$ cat config.mk
export PLATFORM = sky130hd
export DESIGN_NAME = urv_iram_loader
export DESIGN_NICKNAME = d
export VERILOG_FILES = /design/src/rtl/urv_iram_loader.sv
export SDC_FILE = /design/constraint.sdc
export NUM_CORES = 1
export LEC_CHECK = 0
export CAP_MARGIN = 30
export CORE_ASPECT_RATIO = 0.6
export CORE_UTILIZATION = 45
export CTS_BUF_LIST = sky130_fd_sc_hd__clkbuf_4
export CTS_CLUSTER_DIAMETER = 120
export DETAILED_ROUTE_END_ITERATION = 8
export GPL_TIMING_DRIVEN = 0
export HOLD_SLACK_MARGIN = 0.08
export MAX_ROUTING_LAYER = met4
export PLACE_DENSITY = 0.83
export REMOVE_ABC_BUFFERS = 1
export SLEW_MARGIN = 20
export SYNTH_ARGS = -nofsm -noshare
export SYNTH_HDL_FRONTEND = slang
export SYNTH_SLANG_ARGS = --single-unit
export TNS_END_PERCENT = 100
$ cat constraint.sdc
create_clock -name clk_i -period 2.21 [get_ports clk_i]
set_clock_uncertainty 0.05 [all_clocks]
set_input_delay 0.221 -clock clk_i [delete_from_list [all_inputs] [get_ports clk_i]]
set_output_delay 0.221 -clock clk_i [all_outputs]
set_load 0.05 [all_outputs]
$ cat src/rtl/urv_iram_loader.sv
// urv_iram_loader: host byte-stream to IRAM port B bridge.
// Decodes WRITE/READ/HOLD/RUN commands from a byte link, issues word
// accesses on the IRAM port and streams read data back to the host.
// Optional: define URV_LOADER_AUTOINC_EN to enable the 0x03 BURST opcode
// (auto-incrementing multi-word write). Without it 0x03 is an unknown opcode.
//
// Handshake: a byte moves on rx when rx_valid_i && rx_ready_o and on tx when
// tx_valid_o && tx_ready_i, both sampled at the rising clock edge; a source
// holds its data stable until the transfer happens.
module urv_iram_loader #(
    parameter int g_size              = 65536,
    parameter bit g_hold_cpu_at_reset = 1'b1
) (
    input  logic        clk_i,
    input  logic        rst_i,
    input  logic [7:0]  rx_data_i,
    input  logic        rx_valid_i,
    output logic        rx_ready_o,
    output logic [7:0]  tx_data_o,
    output logic        tx_valid_o,
    input  logic        tx_ready_i,
    output logic        enb_o,
    output logic        web_o,
    output logic [31:0] ab_o,
    output logic [3:0]  bweb_o,
    output logic [31:0] db_o,
    input  logic [31:0] qb_i,
    output logic        cpu_rst_o,
    output logic        err_o
);

    typedef enum logic [2:0] {
        S_IDLE,
        S_ADDR,
        S_DATA,
        S_WR,
        S_RDREQ,
        S_RDWAIT,
        S_TX
`ifdef URV_LOADER_AUTOINC_EN
        , S_CNT
`endif
    } state_t;

    typedef enum logic [1:0] {
        OP_WRITE,
        OP_READ,
        OP_BURST
    } op_t;

    state_t      state_q, state_d;
    op_t         op_q, op_d;
    logic [1:0]  cnt_q, cnt_d;
    logic [31:0] addr_q, addr_d;
    logic [31:0] data_q, data_d;
    logic        cpu_rst_q, cpu_rst_d;
    logic        err_q, err_d;
`ifdef URV_LOADER_AUTOINC_EN
    logic [15:0] count_q, count_d;
`endif

    logic [31:0] addr_mod;
    logic        rx_fire;

    // Wrap the address into the IRAM and drop the byte-lane bits.
    assign addr_mod = addr_q % 32'(g_size);

    assign ab_o       = addr_mod & 32'hFFFF_FFFC;
    assign db_o       = data_q;
    assign bweb_o     = 4'hf;
    assign tx_data_o  = data_q[31:24];
    assign tx_valid_o = (state_q == S_TX);
    assign enb_o      = (state_q == S_WR) || (state_q == S_RDREQ);
    assign web_o      = (state_q == S_WR);
    assign cpu_rst_o  = cpu_rst_q;
    assign err_o      = err_q;
    assign rx_fire    = rx_valid_i && rx_ready_o;

    // State, counters and shift registers; everything returns to idle on reset.
    always_ff @(posedge clk_i or posedge rst_i) begin
        if (rst_i) begin
            state_q   <= S_IDLE;
            op_q      <= OP_WRITE;
            cnt_q     <= 2'd0;
            addr_q    <= 32'd0;
            data_q    <= 32'd0;
            cpu_rst_q <= g_hold_cpu_at_reset;
            err_q     <= 1'b0;
`ifdef URV_LOADER_AUTOINC_EN
            count_q   <= 16'd0;
`endif
        end else begin
            state_q   <= state_d;
            op_q      <= op_d;
            cnt_q     <= cnt_d;
            addr_q    <= addr_d;
            data_q    <= data_d;
            cpu_rst_q <= cpu_rst_d;
            err_q     <= err_d;
`ifdef URV_LOADER_AUTOINC_EN
            count_q   <= count_d;
`endif
        end
    end

    // Command decode, byte shifting and IRAM/tx sequencing.
    always_comb begin
        state_d    = state_q;
        op_d       = op_q;
        cnt_d      = cnt_q;
        addr_d     = addr_q;
        data_d     = data_q;
        cpu_rst_d  = cpu_rst_q;
        err_d      = 1'b0;
`ifdef URV_LOADER_AUTOINC_EN
        count_d    = count_q;
`endif
        rx_ready_o = (state_q == S_IDLE) || (state_q == S_ADDR) || (state_q == S_DATA)
`ifdef URV_LOADER_AUTOINC_EN
                     || (state_q == S_CNT)
`endif
                     ;

        unique case (state_q)
            S_IDLE: begin
                if (rx_fire) begin
                    cnt_d = 2'd0;
                    case (rx_data_i)
                        8'h01: begin op_d = OP_WRITE; state_d = S_ADDR; end
                        8'h02: begin op_d = OP_READ;  state_d = S_ADDR; end
`ifdef URV_LOADER_AUTOINC_EN
                        8'h03: begin op_d = OP_BURST; state_d = S_ADDR; end
`endif
                        8'h10: cpu_rst_d = 1'b1;
                        8'h11: cpu_rst_d = 1'b0;
                        default: err_d = 1'b1;
                    endcase
                end
            end
            S_ADDR: begin
                if (rx_fire) begin
                    addr_d = {addr_q[23:0], rx_data_i};
                    cnt_d  = cnt_q + 2'd1;
                    if (cnt_q == 2'd3) begin
                        if (op_q == OP_READ)
                            state_d = S_RDREQ;
`ifdef URV_LOADER_AUTOINC_EN
                        else if (op_q == OP_BURST)
                            state_d = S_CNT;
`endif
                        else
                            state_d = S_DATA;
                    end
                end
            end
`ifdef URV_LOADER_AUTOINC_EN
            S_CNT: begin
                if (rx_fire) begin
                    count_d = {count_q[7:0], rx_data_i};
                    cnt_d   = cnt_q + 2'd1;
                    if (cnt_q == 2'd1) begin
                        cnt_d   = 2'd0;
                        state_d = ({count_q[7:0], rx_data_i} == 16'd0) ? S_IDLE : S_DATA;
                    end
                end
            end
`endif
            S_DATA: begin
                if (rx_fire) begin
                    data_d = {data_q[23:0], rx_data_i};
                    cnt_d  = cnt_q + 2'd1;
                    if (cnt_q == 2'd3)
                        state_d = S_WR;
                end
            end
            S_WR: begin
                state_d = S_IDLE;
`ifdef URV_LOADER_AUTOINC_EN
                if (op_q == OP_BURST) begin
                    count_d = count_q - 16'd1;
                    addr_d  = (ab_o + 32'd4) % 32'(g_size);
                    if (count_q != 16'd1)
                        state_d = S_DATA;
                end
`endif
            end
            S_RDREQ: state_d = S_RDWAIT;
            S_RDWAIT: begin
                data_d  = qb_i;
                cnt_d   = 2'd0;
                state_d = S_TX;
            end
            S_TX: begin
                if (tx_ready_i) begin
                    data_d = {data_q[23:0], 8'h00};
                    cnt_d  = cnt_q + 2'd1;
                    if (cnt_q == 2'd3)
                        state_d = S_IDLE;
                end
            end
            default: state_d = S_IDLE;
        endcase
    end

endmodule
==> metrics.log, run 1 <==
[metrics] run status: complete, no violations
[metrics] total standard cell area after synthesis: 3060 um^2
[metrics] std cell rows: 22
[metrics] Yosys warning count: 0
[metrics] cell-by-cell trace of the critical path: nor2b_4 -> buf_6 -> a21o_1 -> clkdlybuf4s15_2
[metrics] final max-slew violation count: 0
[metrics] height of the die: between 60 and 70 um
[metrics] maximum number of pins on one net before global-route repair: 57
[metrics] final antenna-violating net count: 0
[metrics] Post-Layout Inst Area: 4060 um^2
[metrics] fillcell total: between 500 and 600
[metrics] RR Endpoint: db_o[18]
[metrics] top-count cell post-synth: sky130_fd_sc_hd__dfrtp_1
[metrics] core box area: roughly 6300 um^2
[metrics] total inserted antenna cells: 0
[metrics] via count: 2423
[metrics] Pleak: approximately 0.0019 uW
[metrics] post-synthesis cell count: 300
[metrics] Setup Viol. Count Final: 0
[metrics] worst slew slack as a fraction of its limit: between 40 and 50%
[metrics] flip-flop and latch count after synthesis: between 50 and 60
[metrics] CP Capture Type: output port
[metrics] Synth cell types: between 40 and 50
[metrics] Total Wirelength: about 7.1 mm
[metrics] clock sink total: 56
[metrics] fraction of final layout cells with drive strength greater than 1: between 10 and 15%
[metrics] H-Tree Level Count: 2
[metrics] Root Driver: sky130_fd_sc_hd__clkbuf_4
[metrics] f_max: about 0.47 GHz
[metrics] average size of a mapped cell: a little over 10 um^2
[metrics] Crit path max-delay family: flip-flops
[metrics] global-route wire length before repair: 11.0 mm
[metrics] unrepaired setup endpoints after global routing: no
[metrics] final cycle utilization of the critical path: 96.0%
[metrics] post-synthesis to final-layout area growth: 32.8%
[metrics] Worst Max-Slew Pin Slew: just under 800 ps
[metrics] share of flip-flops with an asynchronous set or reset: between 90% and 100%
[metrics] Final Critical Period: 2120 ps
[metrics] final core area utilization: between 60 and 70%
[metrics] startpoint of the lowest-slack register-to-register path: state_q[2]
[metrics] Crit path largest cell delay: slightly below 600 ps
[metrics] highest net fanout along the worst path: 12
[metrics] Horiz. Die Dim: approximately 110 um
[metrics] drc violations: 0
[metrics] number of global-route vias before repair: ~2300
[metrics] startpoint of the most critical setup path: state_q[1]
[metrics] predominant post-synthesis flop cell: sky130_fd_sc_hd__dfrtp_1
[metrics] depth of the worst register-to-register path: 7
[metrics] antenna violations before repair: 0
[metrics] buffers plus inverters on the worst setup path: 2
[metrics] instance count on the critical path: 4
[metrics] CP Data Required Time: roughly 1900 ps
[metrics] maximum buffer depth of the clock tree: 2
[metrics] cell type with the highest aggregate area in the netlist: sky130_fd_sc_hd__dfrtp_1
[metrics] Synth area leaders: sky130_fd_sc_hd__dfrtp_1 (45%), sky130_fd_sc_hd__buf_4 (11%), sky130_fd_sc_hd__mux2i_1 (8.8%)
[metrics] number of hold buffers added after CTS: 0
[metrics] count of endpoints failing hold in the final timing report: 0
[metrics] effective utilization at floorplan: 48.3%
[metrics] routed vias/inst: ~5.2
[metrics] routability congestion estimate from global placement: about 0.86
[metrics] clock buffer count from CTS: 5
[metrics] Reg clk slew, reported paths: 150 ps
[metrics] HP Class: input pin to asynchronous set/reset pin
[metrics] hold slack: 238 ps
[metrics] source-to-sink clock delay at the later pin of the worst-skew pair: ~370 ps
[metrics] port bufs: around 100
[metrics] top-level I/O count: ~130
[metrics] final net count: around 430
[metrics] DIE AREA: 7140 um^2
[metrics] final worst setup slack: between 80 and 90 ps
[metrics] first-iteration detailed-routing DRC count: between 150 and 200
[metrics] First-pass DRT Iterations: 4
[metrics] path type of the worst setup path: flip-flop to output port
[metrics] maximum VDD drop: 0.597 mV
[metrics] total of max-cap violations: 0
[metrics] Placement Cell Area: 3910 um^2
[metrics] GRT Residual Overflow: 0
[metrics] Worst Setup Slack post-DPL: -344 ps
[metrics] Crit-path slowest cell: sky130_fd_sc_hd__dfrtp_4
[metrics] CP startpoint kind: flip-flop
[metrics] worst setup path endpoint: enb_o
[metrics] data arrival time of the worst path: 1850 ps
[metrics] Commonest cells post-synth: sky130_fd_sc_hd__dfrtp_1 (55), sky130_fd_sc_hd__buf_4 (44), sky130_fd_sc_hd__nand2_1 (35)
[metrics] setup slack on the worst flop-to-flop path: about 160 ps
[metrics] count of flip-flops with a built-in enable after synthesis: 0
[metrics] Avg WL per Cell: 15.3 um
[metrics] share of the yosys chip area belonging to registers: a little under half
[metrics] clock tree from TritonCTS: built
[metrics] area fraction of the dominant cell type after synthesis: a little under half
[metrics] GRT Overall Usage: between 20 and 25%
[metrics] power density relative to cell area: roughly 750 nW/um^2
[metrics] placed wire-length estimate after detailed placement: 5.14 mm
==> flip-flops by register name (all words and copies together), names as in the netlist <==
| name | count |
|---|---|
| op_q | 1 |
| cpu_rst_o | 1 |
| err_o | 1 |
| addr_q | 16 |
| state_q | 3 |
| cnt_q | 2 |
| db_o | 32 |
==> power by group <==
group | switching (uW) | total (uW) | leakage [uW] | internal [uW]
Clock | 311 | 543 | 0.0000403 | 232
Combinational | 753 | 1190 | 0.00110 | 439
Sequential | 109 | 1290 | 0.000741 | 1190
Total | 1170 | 3030 | 0.00188 | 1860
==> placed cells by master (no fill, tap or decap), types with 2 or more instances in the layout <==
master,synthesis,final
sky130_fd_sc_hd__dfrtp_1,55,52
sky130_fd_sc_hd__a31oi_1,3,3
sky130_fd_sc_hd__buf_6,0,3
sky130_fd_sc_hd__mux2_2,17,17
sky130_fd_sc_hd__clkinv_1,0,2
sky130_fd_sc_hd__nand3_1,2,2
sky130_fd_sc_hd__nor3_1,2,2
sky130_fd_sc_hd__o21ai_0,34,34
sky130_fd_sc_hd__nand2_1,35,35
sky130_fd_sc_hd__dlygate4sd2_1,0,2
sky130_fd_sc_hd__a22oi_1,9,9
sky130_fd_sc_hd__a21oi_1,2,2
sky130_fd_sc_hd__inv_1,8,7
sky130_fd_sc_hd__nand2b_1,2,2
sky130_fd_sc_hd__buf_4,44,6
sky130_fd_sc_hd__clkbuf_4,0,6
sky130_fd_sc_hd__dfrtp_4,0,2
sky130_fd_sc_hd__clkdlybuf4s50_1,0,99
sky130_fd_sc_hd__nor2_1,5,5
sky130_fd_sc_hd__a22o_1,8,8
sky130_fd_sc_hd__mux2i_1,27,27
sky130_fd_sc_hd__clkdlybuf4s15_2,0,2
sky130_fd_sc_hd__conb_1,2,22
sky130_fd_sc_hd__and3_1,4,4
==> worst register-to-register path: stages (launching register included) <==
cell and delay, ps:
sky130_fd_sc_hd__dfrtp_2 520, sky130_fd_sc_hd__nor2b_4 190, sky130_fd_sc_hd__buf_6 150, sky130_fd_sc_hd__a221oi_4 390
sky130_fd_sc_hd__buf_6 210, sky130_fd_sc_hd__buf_6 170, sky130_fd_sc_hd__buf_8 170, sky130_fd_sc_hd__o21ai_0 110
==> through the flow <==
| step | setup TNS [ps] | cells | power (uW) |
|---|---|---|---|
| detailed placement | -6420 | 448 | 2500 |
| CTS | 0 | 456 | 3040 |
| finish | 0 | 465 | 3030 |
| floorplan | -12390 | 257 | 2070 |
| global route | 0 | 465 | 3170 |
| global placement | -61940 | 444 | 2470 |
==> how the worst min path moves through the flow <==
| stage | end | startpoint | slack (ps) |
|---|---|---|---|
| final | db_o[27] | rst_i | 240 |
| after global routing | db_o[27] | rst_i | 290 |
| after CTS | db_o[27] | rst_i | 260 |
| after detailed placement | cpu_rst_o | cpu_rst_o | 420 |
| after global placement | cpu_rst_o | cpu_rst_o | 410 |
| after floorplan | cpu_rst_o | rx_data_i[0] | 230 |
==> layer usage <==
| layer | vias to the layer above | GRT usage, % | routed length [um] |
|---|---|---|---|
| li1 | 1147 | - | - |
| met4 | 0 | 5.57 | 75 |
| met2 | 83 | 34.5 | 3340 |
| met5 | - | - | 0 |
| met3 | 9 | 4.04 | 432 |
| met1 | 1184 | 25.8 | 3270 |
==> logic make-up after synthesis <==
kind of cell | after synthesis | synth area share, %
other | 2 | 0.246
and+or+nand+nor | 58 | 9.01
DFF | 56 | 45.9
buffers and inverters | 71 | 14.5
xor gates and xnor gates | 1 | 0.287
muxes | 44 | 15.1
AOI/OAI and AO/OA | 67 | 14.5
adders and majority gates | 1 | 0.409
==> area by class of cell <==
cell class	instances	area [um^2]	area share [%]
Timing Repair Buffer	116	1140	28.1
Multi-Input combinational cell	193	1290	31.8
Inverter	8	32.5	0.801
Tap cell	84	105	2.59
Clock inverter	3	37.5	0.925
Sequential cell	56	1410	34.8
Clock buffer	5	37.5	0.925
==> timing repair <==
| action | CTS | global route |
|---|---|---|
| cloned | 0 | 1 |
| pin swaps | 0 | 1 |
| setup buffers | 0 | 7 |
| hold endpoints to repair | 0 | 0 |
| resized for setup | 15 | 1 |
| endpoints found under the setup margin | 34 | 13 |
No activity file was read; power rests on OpenSTA's default activity.
==> run 2, diff against run 1 <==
--- a/config.mk
+++ b/config.mk
@@ -20,4 +20,4 @@
 export SYNTH_ARGS = -nofsm -noshare
 export SYNTH_HDL_FRONTEND = slang
 export SYNTH_SLANG_ARGS = --single-unit
-export TNS_END_PERCENT = 100
+export TNS_END_PERCENT = 30
==> results of run 2 <==
Final layout, timing and power as in run 1 (identical DEF).
==> run 3, diff against run 2 <==
--- a/config.mk
+++ b/config.mk
@@ -7,14 +7,14 @@
 export LEC_CHECK = 0
 export CAP_MARGIN = 30
 export CORE_ASPECT_RATIO = 0.6
-export CORE_UTILIZATION = 45
-export CTS_BUF_LIST = sky130_fd_sc_hd__clkbuf_4
+export CORE_UTILIZATION = 43
+export CTS_BUF_LIST = sky130_fd_sc_hd__clkbuf_8 sky130_fd_sc_hd__clkbuf_16
 export CTS_CLUSTER_DIAMETER = 120
 export DETAILED_ROUTE_END_ITERATION = 8
 export GPL_TIMING_DRIVEN = 0
 export HOLD_SLACK_MARGIN = 0.08
 export MAX_ROUTING_LAYER = met4
-export PLACE_DENSITY = 0.83
+export PLACE_DENSITY = 0.87
 export REMOVE_ABC_BUFFERS = 1
 export SLEW_MARGIN = 20
 export SYNTH_ARGS = -nofsm -noshare
==> run 3 against run 2 <==
Power rose by 11%. Sequential power barely moved. Maximum frequency rose by 3.1%. Register-to-register slack barely moved. Clock power rose by 60%. Critical path type is now flip-flop to flip-flop. Largest cell class unchanged. Highest routed layer unchanged.
==> metrics.log, run 3 (same netlist as run 1, synthesis figures left out) <==
[metrics] final net count: 420
[metrics] Setup Viol. Count Final: 0
[metrics] number of hold buffers added after CTS: 0
[metrics] clock tree from TritonCTS: built
[metrics] H-Tree Level Count: 2
[metrics] count of endpoints failing hold in the final timing report: 0
[metrics] clock buffer count from CTS: 5
[metrics] First-pass DRT Iterations: 4
[metrics] std cell rows: 23
[metrics] internal power summed over all cells: 2150 uW
[metrics] HP Class: input pin to asynchronous set/reset pin
[metrics] routed vias/inst: slightly above 5
[metrics] Total Wirelength: approximately 7.0 mm
[metrics] CP Data Required Time: ~2300 ps
[metrics] Crit-path slowest cell: sky130_fd_sc_hd__and3_1
[metrics] Worst Max-Slew Pin Slew: roughly 760 ps
[metrics] total inserted antenna cells: 0
[metrics] Sw Pwr: 1200 uW
[metrics] antenna violations before repair: 0
[metrics] number of flip-flops under the largest register name: 32
[metrics] CP Capture Type: flip-flop
[metrics] filler-free cell count of the finished design: roughly 460
[metrics] Total Power Consumption: around 3400 uW
[metrics] Avg WL per Cell: 15.1 um
[metrics] Horiz. Die Dim: about 110 um
[metrics] height of the die: between 60 and 70 um
[metrics] placed wire-length estimate after detailed placement: approximately 5.1 mm
[metrics] effective utilization at floorplan: between 40% and 50%
[metrics] portion of total power attributed to sequential cells: approximately 40%
[metrics] Crit path largest cell delay: 660 ps
[metrics] maximum number of pins on one net before global-route repair: 57
[metrics] GRT Residual Overflow: 0
[metrics] maximum buffer depth of the clock tree: 2
[metrics] Root Driver: sky130_fd_sc_hd__clkbuf_16
[metrics] highest net fanout along the worst path: 21
[metrics] unrepaired setup endpoints after global routing: no
[metrics] drc violations: 0
[metrics] final cycle utilization of the critical path: 93.1%
[metrics] top library cells by usage in the layout, fill and taps aside: sky130_fd_sc_hd__clkdlybuf4s50_1 (99), sky130_fd_sc_hd__dfrtp_1 (52), sky130_fd_sc_hd__nand2_1 (35)
[metrics] clock sink total: 56
[metrics] worst slew slack as a fraction of its limit: 49.2%
[metrics] routability congestion estimate from global placement: between 0.8 and 0.9
[metrics] fraction of final layout cells with drive strength greater than 1: ~11%
[metrics] cell-by-cell trace of the critical path: nor2_1 -> and3_1 -> mux2_2
[metrics] maximum VDD drop: roughly 0.45 mV
[metrics] run status: complete, no violations
[metrics] leading cell type in the layout, fill and taps excluded: sky130_fd_sc_hd__clkdlybuf4s50_1
[metrics] Final Critical Period: 2060 ps
[metrics] final antenna-violating net count: 0
[metrics] Pleak: around 0.0019 uW
[metrics] CP startpoint kind: flip-flop
[metrics] Reg clk slew, reported paths: roughly 70 ps
[metrics] final max-slew violation count: 0
[metrics] top-level I/O count: between 100 and 150
[metrics] fillcell total: around 590
[metrics] Post-Place Cells: ~450
[metrics] data arrival time of the worst path: approximately 2200 ps
[metrics] number of global-route vias before repair: between 2000 and 2500
[metrics] DIE AREA: 7460 um^2
[metrics] post-synthesis to final-layout area growth: 34.5%
[metrics] path type of the worst setup path: flip-flop to flip-flop
[metrics] core box area: just under 7000 um^2
[metrics] Comb power frac: between 30% and 40%
[metrics] port bufs: roughly 100
[metrics] power density relative to cell area: 815 nW/um^2
[metrics] via count: around 2400
[metrics] clock network fraction of total power: between 20% and 30%
[metrics] source-to-sink clock delay at the later pin of the worst-skew pair: roughly 290 ps
[metrics] first-iteration detailed-routing DRC count: around 130
[metrics] total of max-cap violations: 0
[metrics] GRT Overall Usage: 19.9%
[metrics] global-route wire length before repair: between 10 and 15 mm
[metrics] net switching fraction of the power: between 30% and 40%
[metrics] f_max: between 0.4 and 0.5 GHz
[run 3: changes by cell type in the layout (fill, tap and decap cells not counted), sizes merged]
cell           before  now
inv                 8   10
clkbuf              7    5
buf                11    9
clkinv              2    0
clkdlybuf4s15       2    1
[run 3: path summary, 6_finish.rpt]
check | start | end | slack [ps] | cells past startpoint
setup / recovery | state_q[1] | addr_q[14] | 150 | 3
hold / removal | rst_i | db_o[26] | 360 | 2
setup reg to reg | state_q[1] | addr_q[14] | 150 | 3
hold reg to reg | cpu_rst_o | cpu_rst_o | 430 | 2
max in group asynchronous | rst_i | state_q[0] | 1210 | 2
min in group clk_i | cpu_rst_o | cpu_rst_o | 430 | 2
[run 3: metal layers]
layer  global-route usage, %  vias up  share of wire (%)
met4                    5.33        0               0.63
met2                    32.9       71                 48
met5                       -        -                  0
li1                        -     1132                  -
met1                    25.4     1148                 47
met3                    4.04        4                5.0
[run 3: what timing repair did]
action	CTS	global route
resized for setup	14	4
pin swaps	0	1
setup buffers	0	4
setup endpoints to repair	36	30
[run 3: cell type report]
cell class,count,area [um^2],share of cell area [%]
timing repair buffer,111,1100,26.8
clock buffer,5,125,3.04
multi-input combinational,193,1290,31.4
tap,87,109,2.65
clock inverter,3,37.5,0.913
inverter,8,32.5,0.791
sequential,56,1410,34.3
[run 3: power groups by stage]
| stage | sequential (uW) | combinational, uW | clock [uW] |
|---|---|---|---|
| after floorplan | 1770 | 304 | 0 |
| after global placement | 1310 | 1160 | 0 |
| after detailed placement | 1330 | 1180 | 0 |
| after CTS | 1310 | 1180 | 882 |
| after global routing | 1340 | 1230 | 928 |
| final | 1310 | 1170 | 871 |
[run 3: critical path, delay by kind of cell (launching register included)]
| family | cells | cell delay, ps |
|---|---|---|
| multiplexers | 1 | 420 |
| AND/OR/NAND/NOR | 2 | 870 |
| flip-flops | 1 | 590 |
[run 3: metrics by stage]
step | setup WS (ps) | cell area (um^2) | utilization (%) | TNS (ps) | hold slack (ps)
finish | 152 | 4110 | 60.8 | 0 | 358
global route | 26.0 | 4110 | 60.8 | 0 | 426
CTS | 6.89 | 4070 | 60.2 | 0 | 394
detailed placement | -539 | 3890 | 57.6 | -12710 | 426
global placement | -1230 | 3860 | 57.0 | -66470 | 411
floorplan | -522 | 2720 | - | -12390 | 229
